--- src/rtl/dbus_interconnect_pkg.sv ---
// Shared types and helpers for the data-bus interconnect.
// Imported by the decoder and the top.
package dbus_pkg;

    localparam int DBUS_DW = 32;
    localparam int DBUS_AW = 32;
    localparam int BE_W    = DBUS_DW / 8;

    typedef enum logic [1:0] {
        IDLE,
        ACTIVE,
        DONE
    } dbus_state_t;

    typedef struct packed {
        logic               we;
        logic [BE_W-1:0]    be;
        logic [DBUS_AW-1:0] addr;
        logic [DBUS_DW-1:0] wdata;
    } dbus_req_t;

    function automatic int idx_w(input int n);
        return (n > 1) ? $clog2(n) : 1;
    endfunction

endpackage

--- src/rtl/dbus_interconnect_if.sv ---
// Bus bundle between core memory stage, interconnect and slaves.
// master: interconnect's view of the core; slave: its view of peripherals.
interface dbus_interconnect_if #(
    parameter int DATA_WIDTH = 32,
    parameter int ADDR_WIDTH = 32,
    parameter int NUM_SLAVES = 4
);

    logic                             m_req;
    logic                             m_we;
    logic [DATA_WIDTH/8-1:0]          m_be;
    logic [ADDR_WIDTH-1:0]            m_addr;
    logic [DATA_WIDTH-1:0]            m_wdata;
    logic [DATA_WIDTH-1:0]            m_rdata;
    logic                             m_ready;
    logic                             m_err;
    logic                             m_stall;

    logic [NUM_SLAVES-1:0]            s_req;
    logic                             s_we;
    logic [DATA_WIDTH/8-1:0]          s_be;
    logic [ADDR_WIDTH-1:0]            s_addr;
    logic [DATA_WIDTH-1:0]            s_wdata;
    logic [NUM_SLAVES*DATA_WIDTH-1:0] s_rdata;
    logic [NUM_SLAVES-1:0]            s_ready;

    modport master (
        input  m_req, m_we, m_be, m_addr, m_wdata,
        output m_rdata, m_ready, m_err, m_stall
    );

    modport slave (
        output s_req, s_we, s_be, s_addr, s_wdata,
        input  s_rdata, s_ready
    );

endinterface

--- src/rtl/dbus_interconnect_addr_decode.sv ---
// Address decoder: first (lowest-index) base/mask match wins.
// Purely combinational.
module dbus_addr_decode
    import dbus_pkg::*;
#(
    parameter int ADDR_WIDTH = 32,
    parameter int NUM_SLAVES = 4,
    parameter int IW         = idx_w(NUM_SLAVES)
) (
    input  logic [ADDR_WIDTH-1:0]            addr,
    input  logic [NUM_SLAVES*ADDR_WIDTH-1:0] base,
    input  logic [NUM_SLAVES*ADDR_WIDTH-1:0] mask,
    output logic                             hit,
    output logic [IW-1:0]                    idx
);

    // scan high to low so the lowest matching index is left standing
    always_comb begin
        hit = 1'b0;
        idx = '0;
        for (int i = NUM_SLAVES - 1; i >= 0; i--) begin
            if ((addr & mask[i*ADDR_WIDTH +: ADDR_WIDTH]) ==
                base[i*ADDR_WIDTH +: ADDR_WIDTH]) begin
                hit = 1'b1;
                idx = IW'(i);
            end
        end
    end

endmodule

--- src/rtl/dbus_interconnect.sv ---
// Data-bus interconnect: decode, slave handshake, timeout, read mux.
// A transaction always runs IDLE -> (ACTIVE) -> DONE -> IDLE.
module dbus_interconnect
    import dbus_pkg::*;
#(
    parameter int DATA_WIDTH     = 32,
    parameter int ADDR_WIDTH     = 32,
    parameter int NUM_SLAVES     = 4,
    parameter int TIMEOUT_CYCLES = 16,
    parameter logic [NUM_SLAVES*ADDR_WIDTH-1:0] SLAVE_BASE = '0,
    parameter logic [NUM_SLAVES*ADDR_WIDTH-1:0] SLAVE_MASK = '0
) (
    input logic                  clk,
    input logic                  reset,
    dbus_interconnect_if.master  mst,
    dbus_interconnect_if.slave   slv
);

    localparam int BW = DATA_WIDTH / 8;
    localparam int IW = idx_w(NUM_SLAVES);
    localparam int CW = $clog2(TIMEOUT_CYCLES);
    localparam logic [CW-1:0] CNT_LAST = CW'(TIMEOUT_CYCLES - 1);

    typedef struct packed {
        logic                  we;
        logic [BW-1:0]         be;
        logic [ADDR_WIDTH-1:0] addr;
        logic [DATA_WIDTH-1:0] wdata;
    } req_t;

    dbus_state_t           state;
    dbus_state_t           nxt;
    req_t                  req_q;
    logic [IW-1:0]         idx_q;
    logic [CW-1:0]         cnt_q;
    logic [DATA_WIDTH-1:0] rdata_q;
    logic                  err_q;

    logic                  hit;
    logic [IW-1:0]         idx;
    logic                  sel_ready;
    logic [DATA_WIDTH-1:0] sel_rdata;
    logic                  accept;
    logic                  miss;
    logic                  fin_ok;
    logic                  fin_to;
    logic [NUM_SLAVES-1:0] s_req_d;

    dbus_addr_decode #(
        .ADDR_WIDTH (ADDR_WIDTH),
        .NUM_SLAVES (NUM_SLAVES),
        .IW         (IW)
    ) u_decode (
        .addr (mst.m_addr),
        .base (SLAVE_BASE),
        .mask (SLAVE_MASK),
        .hit  (hit),
        .idx  (idx)
    );

    assign sel_ready = slv.s_ready[idx_q];
    assign sel_rdata = slv.s_rdata[idx_q*DATA_WIDTH +: DATA_WIDTH];

    // state register; reset abandons any transaction in flight
    always_ff @(posedge clk or negedge reset) begin
        if (!reset) begin
            state <= IDLE;
        end else begin
            state <= nxt;
        end
    end

    // next state and the one-cycle events that drive the datapath
    always_comb begin
        nxt    = state;
        accept = 1'b0;
        miss   = 1'b0;
        fin_ok = 1'b0;
        fin_to = 1'b0;
        unique case (state)
            IDLE: begin
                if (mst.m_req) begin
                    if (hit) begin
                        accept = 1'b1;
                        nxt    = ACTIVE;
                    end else begin
                        miss = 1'b1;
                        nxt  = DONE;
                    end
                end
            end
            ACTIVE: begin
                if (sel_ready) begin
                    fin_ok = 1'b1;
                    nxt    = DONE;
                end else if (cnt_q == CNT_LAST) begin
                    fin_to = 1'b1;
                    nxt    = DONE;
                end
            end
            DONE: begin
                nxt = IDLE;
            end
            default: begin
                nxt = IDLE;
            end
        endcase
    end

    // request latch, saturating timeout counter and response register
    always_ff @(posedge clk or negedge reset) begin
        if (!reset) begin
            req_q   <= '0;
            idx_q   <= '0;
            cnt_q   <= '0;
            rdata_q <= '0;
            err_q   <= 1'b0;
        end else begin
            if (accept) begin
                req_q.we    <= mst.m_we;
                req_q.be    <= mst.m_be;
                req_q.addr  <= mst.m_addr;
                req_q.wdata <= mst.m_wdata;
                idx_q       <= idx;
                cnt_q       <= '0;
            end
            if (state == ACTIVE && !sel_ready && cnt_q != CNT_LAST) begin
                cnt_q <= cnt_q + 1'b1;
            end
            if (miss || fin_to) begin
                rdata_q <= '0;
                err_q   <= 1'b1;
            end
            if (fin_ok) begin
                rdata_q <= req_q.we ? '0 : sel_rdata;
                err_q   <= 1'b0;
            end
        end
    end

    // one-hot slave request, only while ACTIVE
    always_comb begin
        s_req_d = '0;
        if (state == ACTIVE) begin
            s_req_d[idx_q] = 1'b1;
        end
    end

    assign slv.s_req   = s_req_d;
    assign slv.s_we    = req_q.we;
    assign slv.s_be    = req_q.be;
    assign slv.s_addr  = req_q.addr;
    assign slv.s_wdata = req_q.wdata;

    assign mst.m_ready = (state == DONE);
    assign mst.m_err   = err_q & (state == DONE);
    assign mst.m_rdata = rdata_q;
    assign mst.m_stall = mst.m_req & ~mst.m_ready;

endmodule

--- src/flat_wrapper.sv ---
// flat-port wrapper written by rule: the top's interface ports become plain ports
module dbus_interconnect_flat import dbus_pkg::*;
#(
    parameter int DATA_WIDTH     = 32,
    parameter int ADDR_WIDTH     = 32,
    parameter int NUM_SLAVES     = 4,
    parameter int TIMEOUT_CYCLES = 16,
    parameter logic [NUM_SLAVES*ADDR_WIDTH-1:0] SLAVE_BASE = '0,
    parameter logic [NUM_SLAVES*ADDR_WIDTH-1:0] SLAVE_MASK = '0
)
  (clk, reset, mst_m_req, mst_m_we, mst_m_be, mst_m_addr, mst_m_wdata, mst_m_rdata, mst_m_ready, mst_m_err, mst_m_stall, slv_s_req, slv_s_we, slv_s_be, slv_s_addr, slv_s_wdata, slv_s_rdata, slv_s_ready);
  dbus_interconnect_if #(.DATA_WIDTH(DATA_WIDTH), .ADDR_WIDTH(ADDR_WIDTH), .NUM_SLAVES(NUM_SLAVES)) mst_i ();
  dbus_interconnect_if #(.DATA_WIDTH(DATA_WIDTH), .ADDR_WIDTH(ADDR_WIDTH), .NUM_SLAVES(NUM_SLAVES)) slv_i ();
  input logic clk;
  input logic reset;
  input wire logic [$bits(mst_i.m_req)-1:0] mst_m_req;
  input wire logic [$bits(mst_i.m_we)-1:0] mst_m_we;
  input wire logic [$bits(mst_i.m_be)-1:0] mst_m_be;
  input wire logic [$bits(mst_i.m_addr)-1:0] mst_m_addr;
  input wire logic [$bits(mst_i.m_wdata)-1:0] mst_m_wdata;
  output wire logic [$bits(mst_i.m_rdata)-1:0] mst_m_rdata;
  output wire logic [$bits(mst_i.m_ready)-1:0] mst_m_ready;
  output wire logic [$bits(mst_i.m_err)-1:0] mst_m_err;
  output wire logic [$bits(mst_i.m_stall)-1:0] mst_m_stall;
  output wire logic [$bits(slv_i.s_req)-1:0] slv_s_req;
  output wire logic [$bits(slv_i.s_we)-1:0] slv_s_we;
  output wire logic [$bits(slv_i.s_be)-1:0] slv_s_be;
  output wire logic [$bits(slv_i.s_addr)-1:0] slv_s_addr;
  output wire logic [$bits(slv_i.s_wdata)-1:0] slv_s_wdata;
  input wire logic [$bits(slv_i.s_rdata)-1:0] slv_s_rdata;
  input wire logic [$bits(slv_i.s_ready)-1:0] slv_s_ready;
  assign mst_i.m_req = mst_m_req;
  assign mst_i.m_we = mst_m_we;
  assign mst_i.m_be = mst_m_be;
  assign mst_i.m_addr = mst_m_addr;
  assign mst_i.m_wdata = mst_m_wdata;
  assign mst_m_rdata = mst_i.m_rdata;
  assign mst_m_ready = mst_i.m_ready;
  assign mst_m_err = mst_i.m_err;
  assign mst_m_stall = mst_i.m_stall;
  assign slv_s_req = slv_i.s_req;
  assign slv_s_we = slv_i.s_we;
  assign slv_s_be = slv_i.s_be;
  assign slv_s_addr = slv_i.s_addr;
  assign slv_s_wdata = slv_i.s_wdata;
  assign slv_i.s_rdata = slv_s_rdata;
  assign slv_i.s_ready = slv_s_ready;
  dbus_interconnect #(.DATA_WIDTH(DATA_WIDTH), .ADDR_WIDTH(ADDR_WIDTH), .NUM_SLAVES(NUM_SLAVES), .TIMEOUT_CYCLES(TIMEOUT_CYCLES), .SLAVE_BASE(SLAVE_BASE), .SLAVE_MASK(SLAVE_MASK)) u_core (.clk(clk), .reset(reset), .mst(mst_i), .slv(slv_i));
endmodule
--- config.mk ---
export PLATFORM = sky130hd
export DESIGN_NAME = dbus_interconnect_flat
export DESIGN_NICKNAME = d
export VERILOG_FILES = /design/src/rtl/dbus_interconnect_pkg.sv /design/src/rtl/dbus_interconnect_if.sv /design/src/rtl/dbus_interconnect_addr_decode.sv /design/src/rtl/dbus_interconnect.sv /design/src/flat_wrapper.sv
export SDC_FILE = /design/constraint.sdc
export NUM_CORES = 1
export LEC_CHECK = 0
export BUFFER_PORTS_ARGS = -buffer_cell sky130_fd_sc_hd__buf_2
export CAP_MARGIN = 0
export CORE_ASPECT_RATIO = 0.8
export CORE_MARGIN = 2
export CORE_UTILIZATION = 44
export CTS_BUF_LIST = sky130_fd_sc_hd__clkbuf_16
export CTS_CLUSTER_DIAMETER = 40
export CTS_CLUSTER_SIZE = 25
export DETAILED_ROUTE_END_ITERATION = 12
export GPL_ROUTABILITY_DRIVEN = 1
export HOLD_SLACK_MARGIN = 0.06
export PLACE_DENSITY = 0.77
export SLEW_MARGIN = 30
export SYNTH_ARGS = -nofsm -noshare
export SYNTH_HDL_FRONTEND = slang
export SYNTH_HIERARCHICAL = 1
export SYNTH_SLANG_ARGS = --single-unit
--- constraint.sdc ---
create_clock -name clk -period 1.85 [get_ports clk]
set_clock_uncertainty 0.05 [all_clocks]
set_input_delay 0.37 -clock clk [delete_from_list [all_inputs] [get_ports clk]]
set_output_delay 0.37 -clock clk [all_outputs]
set_load 0.03 [all_outputs]
# [After elaboration in Yosys (flattened, before gate mapping)]
# Index checks and enable logic that the tools add are counted.
[word_totals] elab_cells=44 reg_bits=108 output_inout_bits=108
[classes] bitwise=3 eq_ne=6 mux=19 n_addsub=1 n_reduce_logical=7
[ops] op="$mux W32" count=3
[ops] op="$mux W1" count=10
[ops] op="$mux W4" count=2
[ops] op="$mux W2" count=3
[ops] op="$add A4 B1 Y4 const B" count=1
[ops] op="$eq A4 B4 Y1 const B" count=1
[ops] op="$ne A4 B4 Y1 const B" count=1
[ops] op="$pmux W2 S2" count=1
[ops] op="$reduce_bool A2 Y1" count=2
[ops] op="$ne A3 B1 Y1 const B" count=1
[ops] op="$and A1 B1 Y1" count=2
[ops] op="$eq A2 B1 Y1 const B" count=1
[ops] op="$eq A2 B2 Y1 const B" count=1
[ops] op="$logic_and A1 B1 Y1" count=2
[ops] op="$logic_not A2 Y1" count=1
[ops] op="$ne A2 B2 Y1 const B" count=1
[ops] op="$reduce_and A2 Y1" count=1
[ops] op="$logic_not A1 Y1" count=1
[ops] op="$not A1 Y1" count=1

# [Logic depth before layout (Yosys ltp)]
[depth] word_depth=6 depth_mapped=12

# [By module]
# Netlist, hierarchy kept.
[by_module_without_submodules] mod="dbus_interconnect" area_per_inst_um2=5051.1 n_inst=1 cells_per_inst=461
[by_module_without_submodules] mod="dbus_addr_decode" area_per_inst_um2=2397.3 n_inst=1 cells_per_inst=351

# [Worst setup path before layout]
# OpenSTA, ideal clock, no wires.
[synth_timing] path_type="reg2out" start="reg, netlist name u_core/idx_q[1]" end="out, netlist name slv_s_req[2]" path_buffers=2 t_arrival_ns=1.734 path_slack_ns=-0.304 stages_incl_launch_ff=4 path_cell_list="dfrtp_1 > clkbuf_1 > clkbuf_1 > nor3b_1"

==> impl_metrics.env <==
export IMPL_ios=312
export IMPL_whs_ns=0.1408
export IMPL_slew_headroom_pct=17.75
export IMPL_hold_viol=0
export IMPL_drt_iter0_drc=459
export IMPL_htreeDepth=3
export IMPL_min_from="mst_m_wdata[4]"
export IMPL_synthMuxAreaShare_pct=10.25
export IMPL_design_area_um2=11790
export IMPL_dp_hpwl_um=19940
export IMPL_use_met1_pct=37.85
export IMPL_drive_above_1_share_pct=25.26
export IMPL_drtPass1Iterations=7
export IMPL_fillers=1396
export IMPL_drt_wirelength_per_cell_um=14.13
export IMPL_reg2regPathDepth=4
export IMPL_slowest_stage="dfrtp_2"
export IMPL_synth_seq_cells=110
export IMPL_internal_power_mw=3.793
export IMPL_setup_ws_ns=-0.1203
export IMPL_status="finished, violations left"
export IMPL_hold_depth=3
export IMPL_finish_utilization_pct=71.23
export IMPL_globalRouteTotalUtil_pct=28.46
export IMPL_maxCapViolCount=0
export IMPL_grt_pass1_wl_um=39840
export IMPL_pwr_share_seq_pct=45.9
export IMPL_busiest_layer="met2"
export IMPL_crit_path_start_kind="register"
export IMPL_end_kind="output pin"
export IMPL_start_util_pct=45.00
export IMPL_routabilityCongestion=0.8317
export IMPL_peakVddDrop_mv=0.4543
export IMPL_finalNetCount=1839
export IMPL_arrival_ns=1.55
export IMPL_dp_slack_ns=0.01569
export IMPL_yosysSeqAreaShare_pct=36.96
export IMPL_drc_errors=0
export IMPL_synth_compound_area_share_pct=23.20
export IMPL_dieArea_um2=17990
export IMPL_seq_area_um2=2756
export IMPL_rows=42
export IMPL_final_common_cell="conb_1"
export IMPL_syn_area_um2=7448
export IMPL_synthToLayoutAreaGrowth_pct=58.31
export IMPL_placed_area_um2=11270
export IMPL_die_w_um=149.5
export IMPL_clock_latency_ns=0.36
export IMPL_switchingPower_mw=1.488
export IMPL_power_density_nw_per_um2=447.9
export IMPL_synth_flop_cell="dfrtp_1"
export IMPL_core_area_um2=16550
export IMPL_clockRootBuffer="clkbuf_16"
export IMPL_port_buffers=311
export IMPL_holdPathEnd="u_core/slv.s_wdata[4]"
export IMPL_min_path_type="input port to register"
export IMPL_vias=8464
export IMPL_cts_made_buffers=9
export IMPL_clk_pin_slew_ns=0.08
export IMPL_cts_tree="yes"
export IMPL_antenna_found_initial=4
export IMPL_fin_crit_ns=1.970
export IMPL_syn_inst=812
export IMPL_synth_edff_count=0
export IMPL_rsz0062_at_grt="true"
export IMPL_clock_path_buffers=2
export IMPL_pwr_share_comb_pct=18.5
export IMPL_clock_fmax_mhz=507.5
export IMPL_timing_rr_start="u_core/idx_q[0]"
export IMPL_layout_worst_path_cycle_share_pct=106.5
export IMPL_synth_area_leader_cell="dfrtp_1"
export IMPL_synth_top_family_by_area="simple AND/OR/NAND/NOR gates"
export IMPL_multi_input_area_um2=6486
export IMPL_yosysTopAreaCellShare_pct=36.96
export IMPL_synth_fa_ha_area_share_pct=0.1680
export IMPL_syn_area_per_cell_um2=9.173
export IMPL_timing_rr_end="u_core/mst.m_rdata[11]"
export IMPL_tightest_slew_ns=1.234
export IMPL_drt_total_wl_um=26320
export IMPL_setup_viol=10
export IMPL_synth_area_leaders="dfrtp_1 37%, nand2_1 11%, mux4_2 10%"
export IMPL_grt_pass1_vias=7869
export IMPL_final_antenna_net_count=0
export IMPL_p_sw_share_pct=28.18
export IMPL_violations="negative setup slack"
export IMPL_met3_usage_pct=6.830
export IMPL_cp_max_fo=5
export IMPL_leakage_nw=7.100
export IMPL_die_y_um=120.4
export IMPL_crit_chain="nor2b_4 -> nand2_1 -> nor2_1 -> buf_4"
export IMPL_viasPerCell=4.543
export IMPL_final_cell_mix="512 x conb_1, 304 x buf_2, 217 x nand2_1"
export IMPL_cts_sinks=110
export IMPL_grt_max_degree=57
export IMPL_slew_violations=0
export IMPL_async_reset_ff_share_pct=100.0
export IMPL_p_clk_share_pct=35.6
export IMPL_cp_required_ns=1.43
export IMPL_synth_xor_xnor_area_share_pct=0
export IMPL_r2r_slack_ns=-0.02
export IMPL_critical_path_class="register to output pin"
export IMPL_groute_layer_met2_usage_pct=44.78
export IMPL_yosysUniqueCellTypes=49
export IMPL_yosys_warnings=6
export IMPL_synthSimpleGateAreaFrac_pct=26.69
export IMPL_overflow=0
export IMPL_slowest_delay_ns=0.47
-- worst max-delay path by stage --
stage | start | endpoint | slack (ns) | depth (start not counted)
2_1_floorplan | u_core/idx_q[1] | slv_s_req[2] | -0.05 | 3
3_3_place_gp | slv_s_ready[2] | u_core/mst.m_rdata[15] | 0.04 | 5
3_5_place_dp | slv_s_ready[1] | u_core/mst.m_rdata[1] | 0.02 | 5
4_1_cts | u_core/idx_q[1] | slv_s_req[2] | -0.008 | 3
5_1_grt | u_core/state[0] | slv_s_req[1] | -0.15 | 4
6_report | u_core/state[0] | slv_s_req[1] | -0.12 | 4
-- stage by stage --
stage                     total power, mW  TNS [ns]  std cells
after global routing                5.548    -2.097       1862
final                               5.281   -0.1880       1863
after floorplan                     2.973  -0.04517       1323
after CTS                           5.220  -0.01362       1850
after detailed placement            3.363         0       1831
after global placement              3.355         0       1831
-- flip-flops by register name (all words and copies together), names as in the netlist --
register / cells
u_core/mst.m_rdata: 32
u_core/slv.s_addr: 32
u_core/slv.s_wdata: 32
u_core/cnt_q: 4
u_core/slv.s_be: 4
u_core/idx_q: 2
u_core/state: 2
u_core/err_q: 1
u_core/slv.s_we: 1
-- synth_stat cells, types with 28 or more instances --
| cell type | number |
|---|---|
| mux4_2 | 33 |
| a21oi_1 | 67 |
| o22a_1 | 32 |
| a32o_1 | 32 |
| nand2_1 | 217 |
| a21o_1 | 28 |
| dfrtp_1 | 110 |
| a21boi_0 | 32 |
| and3_1 | 63 |
| and3b_1 | 32 |
| nand3_1 | 32 |
| a211oi_1 | 29 |
-- metal layers --
metal / routed length, um / vias up
li1: - / 4218
met1: 11280 / 3870
met2: 12180 / 323
met3: 2130 / 53
met4: 731 / 0
met5: 0 / -
-- kinds of logic (layout without fill, tap and decap cells) --
family,after synthesis,count (layout)
compound gates,233,233
fa+ha+maj,1,1
buf+inv,42,358
flops,110,110
mux,35,35
other cells,1,516
simple gates,390,390
-- final cells by class --
| class | instances | area share [%] |
|---|---|---|
| Multi-Input combinational cell | 1171 | 55.01 |
| Sequential cell | 110 | 23.38 |
| Timing Repair Buffer | 339 | 16.74 |
| Tap cell | 220 | 2.334 |
| Clock buffer | 9 | 1.910 |
| Clock inverter | 7 | 0.4457 |
| Inverter | 3 | 0.09550 |
| Antenna cell | 4 | 0.08489 |
-- repair_timing --
| item | in CTS | in global routing |
|---|---|---|
| cloned | 1 | 4 |
| endpoints found under the setup margin | 6 | 40 |
| resized for setup | 14 | 6 |
| hold endpoints to repair | 28 | 0 |
| pin swaps | 0 | 28 |
| buffers inserted | 2 | 5 |
| hold buffers | 1 | 0 |
-- power by group through the flow --
stage / registers [mW] / logic (mW) / clock network [mW]
CTS: 2.42 / 0.905 / 1.89
global placement: 2.47 / 0.884 / 0
finish: 2.42 / 0.979 / 1.88
global route: 2.43 / 1.12 / 2.00
floorplan: 2.47 / 0.503 / 0
detailed placement: 2.47 / 0.892 / 0
-- worst max-delay path, delay by kind of cell, from the launching register on --
kind / cells / cell delay [ns]
and+or+nand+nor: 3 / 0.50
DFF: 1 / 0.47
buffers and inverters: 1 / 0.21
Power figures use the tool's default switching activity.
